$ cat config.mk
export PLATFORM = sky130hd
export DESIGN_NAME = game_ctrl
export DESIGN_NICKNAME = d
export VERILOG_FILES = /design/src/rtl/game_pkg.sv /design/src/rtl/lfsr10.sv /design/src/rtl/game_ctrl.sv
export SDC_FILE = /design/constraint.sdc
export NUM_CORES = 1
export LEC_CHECK = 0
export BUFFER_PORTS_ARGS = -buffer_cell sky130_fd_sc_hd__clkbuf_2
export CAP_MARGIN = 15
export CORE_MARGIN = 10
export CORE_UTILIZATION = 55
export CTS_CLUSTER_DIAMETER = 50
export DETAILED_ROUTE_END_ITERATION = 7
export GPL_TIMING_DRIVEN = 0
export HOLD_SLACK_MARGIN = 0.15
export PLACE_DENSITY_LB_ADDON = 0.2
export SLEW_MARGIN = 15
export SYNTH_ARGS = -nofsm -noshare
export SYNTH_HDL_FRONTEND = slang
export SYNTH_SLANG_ARGS = --single-unit
$ cat constraint.sdc
create_clock -name clk -period 6.2 [get_ports clk]
set_clock_uncertainty 0.1 [all_clocks]
set_input_delay 0.31 -clock clk [delete_from_list [all_inputs] [get_ports clk]]
set_output_delay 0.31 -clock clk [all_outputs]
set_load 0.02 [all_outputs]
$ cat src/rtl/game_pkg.sv
// Shared encodings for the typing-game sequencer: phase states, key scancodes
// and the round option tables.
package game_pkg;

   typedef enum logic [1:0] {
      ST_SELECT    = 2'd0,
      ST_COUNTDOWN = 2'd1,
      ST_INGAME    = 2'd2,
      ST_FINISH    = 2'd3
   } game_state_e;

   localparam logic [6:0] KEY_ENTER = 7'd90;
   localparam logic [6:0] KEY_ESC   = 7'd118;
   localparam logic [6:0] KEY_TAB   = 7'd13;
   localparam logic [6:0] KEY_A     = 7'd28;
   localparam logic [6:0] KEY_D     = 7'd35;
   localparam logic [6:0] KEY_SPACE = 7'd41;
   localparam logic [6:0] KEY_BACK  = 7'd102;

   // Entry [0] is the leftmost option in the menu.
   localparam logic [3:0][6:0] TIME_OPTS = {7'd120, 7'd60, 7'd30, 7'd15};
   localparam logic [3:0][6:0] WORD_OPTS = {7'd100, 7'd50, 7'd25, 7'd10};

   function automatic logic [6:0] opt_value(input logic mode, input logic [1:0] sel);
      return mode ? WORD_OPTS[sel] : TIME_OPTS[sel];
   endfunction

endpackage

$ cat src/rtl/lfsr10.sv
// Free-running 10-bit Fibonacci LFSR (x^10 + x^7 + 1), seed 1; never reaches zero.
module lfsr10 (
   input  logic       clk,
   input  logic       rst,
   output logic [9:0] q
);

   logic [9:0] lfsr_q;

   always_ff @(posedge clk or posedge rst) begin
      if (rst) lfsr_q <= 10'h001;
      else     lfsr_q <= {lfsr_q[0] ^ lfsr_q[3], lfsr_q[9:1]};
   end

   assign q = lfsr_q;

endmodule

$ cat src/rtl/game_ctrl.sv
// Typing-game sequencer: menu selection from key presses, then the
// SELECT -> COUNTDOWN -> INGAME -> FINISH round flow.
module game_ctrl
   import game_pkg::*;
#(
   parameter int TICK_DIV = 100_000_000
) (
   input  logic         clk,
   input  logic         rst,
   input  logic [127:0] key_down,
   input  logic [8:0]   last_change,
   input  logic         key_valid,
   input  logic         finish,
   output logic [1:0]   state,
   output logic         mode,
   output logic [6:0]   value,
   output logic [1:0]   cd_digit,
   output logic [9:0]   random_id
);

   localparam int CW = (TICK_DIV > 1) ? $clog2(TICK_DIV) : 1;
   localparam logic [CW-1:0] TICK_LAST = CW'(TICK_DIV - 1);

   game_state_e   state_q, state_d;
   logic          mode_q, mode_d;
   logic [1:0]    sel_q, sel_d;
   logic [6:0]    value_q, value_d;
   logic [1:0]    cd_q, cd_d;
   logic [CW-1:0] cnt_q, cnt_d;
   logic [127:0]  prev_q;

   logic [6:0] code;
   logic       press;
   logic       tick;

   // A press needs the key down now but not on the previous cycle, which
   // filters typematic repeats; codes >= 128 (extended) are dropped.
   assign code  = last_change[6:0];
   assign press = key_valid && (last_change[8:7] == 2'b00)
                  && key_down[code] && !prev_q[code];
   assign tick  = (cnt_q == TICK_LAST);

   always_comb begin
      state_d = state_q;
      mode_d  = mode_q;
      sel_d   = sel_q;
      cd_d    = cd_q;
      cnt_d   = '0;
      case (state_q)
         ST_SELECT: begin
            if (press && code == KEY_ENTER) begin
               state_d = ST_COUNTDOWN;
               cd_d    = 2'd3;
            end else if (press && code == KEY_TAB) begin
               mode_d = ~mode_q;
            end else if (press && code == KEY_A && sel_q != 2'd0) begin
               sel_d = sel_q - 2'd1;
            end else if (press && code == KEY_D && sel_q != 2'd3) begin
               sel_d = sel_q + 2'd1;
            end
         end
         ST_COUNTDOWN: begin
            if (press && code == KEY_ESC) begin
               state_d = ST_SELECT;
               cd_d    = 2'd0;
            end else if (tick) begin
               if (cd_q == 2'd1) begin
                  state_d = ST_INGAME;
                  cd_d    = 2'd0;
               end else begin
                  cd_d = cd_q - 2'd1;
               end
            end else begin
               cnt_d = cnt_q + 1'b1;
            end
         end
         ST_INGAME: begin
            if (press && code == KEY_ESC) state_d = ST_SELECT;
            else if (finish)              state_d = ST_FINISH;
         end
         ST_FINISH: begin
            if (press && (code == KEY_ENTER || code == KEY_ESC)) state_d = ST_SELECT;
         end
         default: state_d = ST_SELECT;
      endcase
      value_d = opt_value(mode_d, sel_d);
   end

   always_ff @(posedge clk or posedge rst) begin
      if (rst) begin
         state_q <= ST_SELECT;
         mode_q  <= 1'b0;
         sel_q   <= 2'd1;
         value_q <= 7'd30;
         cd_q    <= 2'd0;
         cnt_q   <= '0;
         prev_q  <= '0;
      end else begin
         state_q <= state_d;
         mode_q  <= mode_d;
         sel_q   <= sel_d;
         value_q <= value_d;
         cd_q    <= cd_d;
         cnt_q   <= cnt_d;
         prev_q  <= key_down;
      end
   end

   lfsr10 u_lfsr (
      .clk (clk),
      .rst (rst),
      .q   (random_id)
   );

   assign state    = state_q;
   assign mode     = mode_q;
   assign value    = value_q;
   assign cd_digit = cd_q;

endmodule

==> results.sh, run 1 <==
export IMPL_run_status="completed"
export IMPL_cts_tree="done"
export IMPL_post_synth_instance_area_um2=8030
export IMPL_syn_num_nets=759
export IMPL_floorplan_initialDensity=0.557
export IMPL_cp_end_kind="flip-flop"
export IMPL_dieHeight_um=141
export IMPL_slew_limit_headroom=0.451
export IMPL_yosysSeqAreaShare=0.556
export IMPL_total_internal_power_mw=1.98
export IMPL_synth_top_cell_area_share=0.536
export IMPL_critical_path_max_fanout=6
export IMPL_grt_first_pass_wirelength_um=39400
export IMPL_clockRootBuffer="sky130_fd_sc_hd__clkbuf_16"
export IMPL_final_worst_path_cycle_share=0.561
export IMPL_synth_avg_cell_area_um2=13.2
export IMPL_synth_edf_count=0
export IMPL_whs_ps=216
export IMPL_fp_dieArea_um2=19800
export IMPL_ys_async_sr_fraction=1.00
export IMPL_rsz0062_at_grt="false"
export IMPL_path_class="input port to flip-flop"
export IMPL_synth_top_cells_by_count="sky130_fd_sc_hd__dfrtp_1, sky130_fd_sc_hd__mux2i_1, sky130_fd_sc_hd__nor2_1"
export IMPL_synth_to_final_area_change_pct=36.6
export IMPL_clk_path_buf_depth=2
export IMPL_yosysMostFrequentCell="sky130_fd_sc_hd__dfrtp_1"
export IMPL_seq_power_share=0.466
export IMPL_initialDrtViolationCount=626
export IMPL_cts_resized=0
export IMPL_worst_skew_pair_late_latency_ps=440
export IMPL_fp_row_count=44
export IMPL_power_density_nw_per_um2=246
export IMPL_hold_viol=0
export IMPL_synthesis_instances=609
export IMPL_setup_violations=0
export IMPL_clock_power_share=0.396
export IMPL_leading_post_synthesis_cells_by_cell_area="sky130_fd_sc_hd__dfrtp_1, sky130_fd_sc_hd__mux2i_1, sky130_fd_sc_hd__mux4_2"
export IMPL_post_route_cells_drive_above_1_share=0.304
export IMPL_die_width_um=141
export IMPL_pre_cts_ws_ps=2390
export IMPL_globalRouteTotalUtil=0.253
export IMPL_slew_viol_final=0
export IMPL_wirelength_um=24800
export IMPL_drt_first_pass_iters=5
export IMPL_drt_antenna_violating_nets=0
export IMPL_clkSinkCount=178
export IMPL_required_ps=6420
export IMPL_timing_hold_worst_class="input port to flip-flop"
export IMPL_critPathArrivalTime_ps=3690
export IMPL_post_dp_hpwl_um=16600
export IMPL_grt_max_degree=100
export IMPL_area_sequential_um2=4460
export IMPL_setup_ws_ps=2720
export IMPL_finalWorstPathRequiredPeriod_ps=3480
export IMPL_cts_made_buffers=17
export IMPL_cp_start_kind="input port"
export IMPL_p_switching_uw=720
export IMPL_final_fill_count=895
export IMPL_cts_hold_buf=129
export IMPL_cts_reportedPaths_clkPinSlew_ps=70
export IMPL_routability_congestion_estimate_from_global_placement=0.913
export IMPL_power_switching_fraction=0.266
export IMPL_synth_top_flop_cell="sky130_fd_sc_hd__dfrtp_1"
export IMPL_p_comb_frac=0.138
export IMPL_ys_seq_elements=178
export IMPL_grt_pass1_vias=7132
export IMPL_core_area_um2=14400
export IMPL_finish_net_count=1067
export IMPL_vias=6392
export IMPL_io_pins=163
export IMPL_power_leakage_nw=5.10
export IMPL_max_freq_mhz=288
export IMPL_h_tree_depth=4
export IMPL_max_cap_viol_count=0
export IMPL_cts_post_setup_buffers_inserted=0
export IMPL_synth_lib_cells_used_distinct=63
export IMPL_grt_antenna_before_repair=0
export IMPL_synth_top_area_cell="sky130_fd_sc_hd__dfrtp_1"
export IMPL_globalRoute_totalOverflow=0
export IMPL_portBuffers=159
export IMPL_tightest_slew_ps=823
export IMPL_vdd_drop_max_mv=0.193
export IMPL_multiInputGateArea_um2=3260
export IMPL_drc=0
export IMPL_via_per_inst=5.73
export IMPL_route_detailed_wl_per_inst_um=22.2
export IMPL_ys_warnings_count=0
[worst max-delay path, cell delays in order]
cell and delay (ps):
sky130_fd_sc_hd__dlygate4sd3_1 560, sky130_fd_sc_hd__clkbuf_2 120, sky130_fd_sc_hd__mux4_2 490, sky130_fd_sc_hd__nor4b_1 160
sky130_fd_sc_hd__a31oi_1 190, sky130_fd_sc_hd__nand4_1 220, sky130_fd_sc_hd__o211ai_1 370, sky130_fd_sc_hd__nor3_1 110
sky130_fd_sc_hd__xnor2_1 490, sky130_fd_sc_hd__inv_1 140, sky130_fd_sc_hd__ha_1 230, sky130_fd_sc_hd__mux2_1 290
[registers in the layout, summed over array words and instances, names as in the netlist]
signal,cells
cd_digit,2
cnt_q,27
prev_q,128
mode,1
value,7
sel_q,1
u_lfsr.q,10
state,2
[layout by cell type (no fill, tap or decap), drive strengths merged, types with 4 or more instances in the layout]
master         n
xor2          18
xnor2         10
a22oi         20
o211ai         4
nand4          8
dfrtp        172
dlygate4sd3  129
a211oi         6
nand2         25
inv           26
nand2b         5
mux2          11
nor2          47
clkbuf       187
nor2b          8
mux4          30
and3          11
o21ai          5
mux2i         68
nand3         27
nor3           8
dfstp          6
ha             9
a21oi          4
a2111oi        4
nor4           9
buf           26
[final timing paths]
kind                            cells past startpoint          start  slack, ps          end
worst max-delay path                               12  key_down[102]       2720     value[0]
worst min-delay path                                4         finish        220     state[0]
worst max register to register                     10     prev_q[24]       2980     value[0]
worst min register to register                      0    u_lfsr.q[2]        290  u_lfsr.q[1]
max in group asynchronous                           4            rst       4720     value[1]
min in group asynchronous                           3            rst        400  prev_q[106]
[power by group through the flow]
stage               clock network [mW]  logic [mW]  registers (mW)
CTS                               1.08       0.365            1.26
detailed placement                   0       0.298            1.28
global placement                     0       0.288            1.28
finish                            1.07       0.372            1.26
floorplan                            0       0.181            1.27
global route                      1.13       0.400            1.27
[logic make-up after synthesis]
group / Yosys count / synth area share
compound gates: 65 / 0.0631
xor+xnor: 28 / 0.0315
fa+ha+maj: 9 / 0.0140
buf+inv: 53 / 0.0388
flops: 178 / 0.556
mux: 109 / 0.184
simple gates: 167 / 0.113
[per-layer routing]
metal	vias to the layer above	share of wire	wire length, um	global-route usage
li1	2837	-	-	-
met1	3211	0.39	9640	0.309
met2	302	0.51	12700	0.432
met3	42	0.075	1850	0.0558
met4	0	0.023	579	0.0897
met5	-	0	0	0
[metrics by stage]
step | utilization | setup TNS, ps | std cells | power [mW] | area [um^2]
6_report | 0.761 | 0 | 1115 | 2.70 | 11000
5_1_grt | 0.760 | 0 | 1114 | 2.79 | 11000
4_1_cts | 0.760 | 0 | 1114 | 2.71 | 11000
3_5_place_dp | 0.630 | 0 | 953 | 1.58 | 9090
3_3_place_gp | 0.628 | -85640 | 952 | 1.56 | 9050
2_1_floorplan | - | 0 | 609 | 1.45 | 8030
[layout make-up]
type | count | share of cell area
multi-input combinational | 378 | 0.297
timing repair buffer | 289 | 0.193
antenna | 1 | 0.000228
sequential | 178 | 0.407
buffer | 36 | 0.0226
clock buffer | 17 | 0.0388
clock inverter | 15 | 0.0147
inverter | 17 | 0.00650
tap | 184 | 0.0210
(Power assumes the default switching activity.)
==> inputs of run 2 (changes only) <==
Settings changed: ABC_AREA set to 1.
Clock period 6.2 ns to 3.4 ns, I/O delays scaled along.
==> results.sh, run 2 <==
export IMPL_run_status="completed"
export IMPL_final_worst_path_cycle_share=0.884
export IMPL_cp_start_kind="input port"
export IMPL_end_of_the_worst_register_to_register_path="value[4]"
export IMPL_grt_max_degree=37
export IMPL_cts_reportedPaths_clkPinSlew_ps=70
export IMPL_max_cap_viol_count=0
export IMPL_cp_buffers_inverters=3
export IMPL_vdd_drop_max_mv=0.303
export IMPL_cpMaxStageDelayCell="sky130_fd_sc_hd__nor2_1"
export IMPL_route_detailed_wl_per_inst_um=17.8
export IMPL_fp_dieArea_um2=20500
export IMPL_via_per_inst=5.36
export IMPL_final_cell_mix="sky130_fd_sc_hd__nand2_1, sky130_fd_sc_hd__dfrtp_1, sky130_fd_sc_hd__clkbuf_2"
export IMPL_finalWorstPathRequiredPeriod_ps=3010
export IMPL_globalRoute_totalOverflow=0
export IMPL_critical_path_max_fanout=10
export IMPL_portBuffers=161
export IMPL_vias=8401
export IMPL_met1_usage=0.329
export IMPL_max_freq_mhz=333
export IMPL_synth_top_cells_by_count="sky130_fd_sc_hd__nand2_1, sky130_fd_sc_hd__dfrtp_1, sky130_fd_sc_hd__nor2_1"
export IMPL_syn_num_nets=1204
export IMPL_rsz0062_at_grt="false"
export IMPL_setup_violations=0
export IMPL_dieHeight_um=143
export IMPL_finalInstanceArea_um2=11300
export IMPL_timing_critical_path_max_delay_family="simple AND/OR/NAND/NOR gates"
export IMPL_grt_antenna_before_repair=2
export IMPL_synthesis_instances=1054
export IMPL_yosysMostFrequentCell="sky130_fd_sc_hd__nand2_1"
export IMPL_power_switching_fraction=0.269
export IMPL_initialDrtViolationCount=631
export IMPL_synth_to_final_area_change_pct=35.9
export IMPL_cp_end_kind="flip-flop"
export IMPL_post_route_cells_drive_above_1_share=0.182
export IMPL_ys_async_sr_fraction=1.00
export IMPL_fp_row_count=44
export IMPL_required_ps=3660
export IMPL_path_class="input port to flip-flop"
export IMPL_clk_path_buf_depth=2
export IMPL_clockRootBuffer="sky130_fd_sc_hd__clkbuf_16"
export IMPL_io_pins=163
export IMPL_cp_slowest_stage_delay_ps=550
export IMPL_final_setup_tns_ps=0
export IMPL_power_density_nw_per_um2=427
export IMPL_path_cells="clkbuf_2 > nor2_1 > clkbuf_1 > o21ai_0 > nand2_1 > nor2_1 > nor2_1 > nor2_1 > nand2_1 > nand2_1 > nand2_4 > nand3_2 > nand2_1 > nor2_1 > nand2_1 > nand2_1 > nand2_1 > inv_1 > ha_1 > nand2_1 > o21ai_1"
export IMPL_post_dp_cell_area_um2=9490
export IMPL_number_of_flip_flops_under_the_largest_register_name=128
export IMPL_clock_power_share=0.377
export IMPL_h_tree_depth=4
export IMPL_ys_seq_elements=178
export IMPL_drt_antenna_violating_nets=0
export IMPL_m3_gr_usage=0.0852
export IMPL_drc=0
export IMPL_p_comb_frac=0.154
export IMPL_core_area_um2=14700
export IMPL_grt_first_pass_wirelength_um=44200
export IMPL_cts_tree="done"
export IMPL_post_dp_hpwl_um=18300
export IMPL_finish_net_count=1519
export IMPL_synth_avg_cell_area_um2=7.93
export IMPL_slew_viol_final=0
export IMPL_final_fill_count=1039
export IMPL_gr_max_usage_layer="met2"
export IMPL_slew_limit_headroom=0.502
export IMPL_die_width_um=143
export IMPL_wirelength_um=28000
export IMPL_critPathArrivalTime_ps=3270
export IMPL_p_switching_mw=1.31
export IMPL_cts_made_buffers=17
export IMPL_timing_hold_worst_class="input port to asynchronous set/reset pin"
export IMPL_yosysSeqAreaShare=0.534
export IMPL_cp_common_cell="sky130_fd_sc_hd__nand2_1"
export IMPL_seq_power_share=0.469
export IMPL_synth_edf_count=0
export IMPL_globalRouteTotalUtil=0.279
export IMPL_logic_depth_of_the_worst_register_to_register_path=23
export IMPL_synth_top_area_cell="sky130_fd_sc_hd__dfrtp_1"
export IMPL_synth_top_cell_area_share=0.515
export IMPL_synth_lib_cells_used_distinct=34
export IMPL_setup_reg_to_reg_worst_slack_ps=630
export IMPL_total_internal_power_mw=3.54
export IMPL_post_synth_instance_area_um2=8350
export IMPL_routability_congestion_estimate_from_global_placement=0.898
export IMPL_drt_first_pass_iters=8
export IMPL_tightest_slew_ps=747
export IMPL_hold_viol=0
export IMPL_worst_skew_pair_late_latency_ps=430
export IMPL_layout_cells_most_common="sky130_fd_sc_hd__nand2_1"
export IMPL_rr_startpoint="prev_q[58]"
export IMPL_grt_pass1_vias=8625
export IMPL_top_register="prev_q"
export IMPL_leading_post_synthesis_cells_by_cell_area="sky130_fd_sc_hd__dfrtp_1, sky130_fd_sc_hd__nand2_1, sky130_fd_sc_hd__nor2_1"
export IMPL_clkSinkCount=178
export IMPL_power_leakage_nw=5.91
export IMPL_ys_warnings_count=0
export IMPL_synth_top_flop_cell="sky130_fd_sc_hd__dfrtp_1"
export IMPL_grt_met2_usage=0.469
export IMPL_floorplan_initialDensity=0.568
==> run 2: per-layer routing <==
| metal | part of all wire | routed length, um |
|---|---|---|
| met4 | 0.027 | 758 |
| met2 | 0.48 | 13600 |
| met3 | 0.11 | 2970 |
| met1 | 0.38 | 10700 |
| met5 | 0 | 0 |
==> run 2: timing repair <==
action,CTS,global route
hold buffers,130,0
buffers inserted,0,0
resized for setup,0,0
hold endpoints to repair,183,0
==> run 2: power by group through the flow <==
stage	sequential [mW]	clock, mW	combinational, mW
6_report	2.27	1.83	0.746
4_1_cts	2.27	1.82	0.726
3_5_place_dp	2.31	0	0.603
2_1_floorplan	2.30	0	0.353
5_1_grt	2.28	1.92	0.820
3_3_place_gp	2.31	0	0.576
==> run 2: how the worst max path moves through the flow <==
stage                        start          end  slack (ps)  depth (start not counted)
detailed placement  last_change[2]     value[4]         -30                         21
finish              last_change[2]     value[4]         390                         21
floorplan                      rst  cd_digit[0]         850                          1
CTS                 last_change[2]     value[4]         460                         21
global route        last_change[2]     value[4]         110                         19
global placement               rst    prev_q[8]        -120                          2
==> run 2: tightest hold or removal path, stage by stage <==
cell and delay [ps]:
sky130_fd_sc_hd__dlygate4sd3_1 550, sky130_fd_sc_hd__clkbuf_2 130, sky130_fd_sc_hd__clkinvlp_4 300
==> run 2: kinds of logic after synthesis <==
kind of cell / after synthesis / share of synthesized area
flops: 178 / 0.534
buf+inv: 99 / 0.0578
compound gates: 46 / 0.0286
simple gates: 704 / 0.347
fa+ha+maj: 9 / 0.0135
xor+xnor: 18 / 0.0189
==> run 2: cell type report <==
| type | instances | area (um^2) | share of cell area |
|---|---|---|---|
| sequential | 178 | 4460 | 0.393 |
| multi-input combinational | 777 | 3410 | 0.300 |
| timing repair buffer | 296 | 2210 | 0.194 |
| clock buffer | 21 | 470 | 0.0415 |
| buffer | 42 | 267 | 0.0235 |
| tap | 184 | 230 | 0.0203 |
| inverter | 57 | 220 | 0.0194 |
| clock inverter | 11 | 78.8 | 0.00695 |
| antenna | 2 | 5.00 | 0.000441 |
==> run 2: metrics by stage <==
step	worst slack [ps]	util	instances	total power, mW	hold WS, ps
2_1_floorplan	854	-	1054	2.66	101
3_3_place_gp	-122	0.639	1399	2.89	194
3_5_place_dp	-32.2	0.646	1404	2.91	77.0
4_1_cts	461	0.772	1566	4.82	173
5_1_grt	109	0.772	1567	5.02	251
6_report	394	0.772	1568	4.85	209
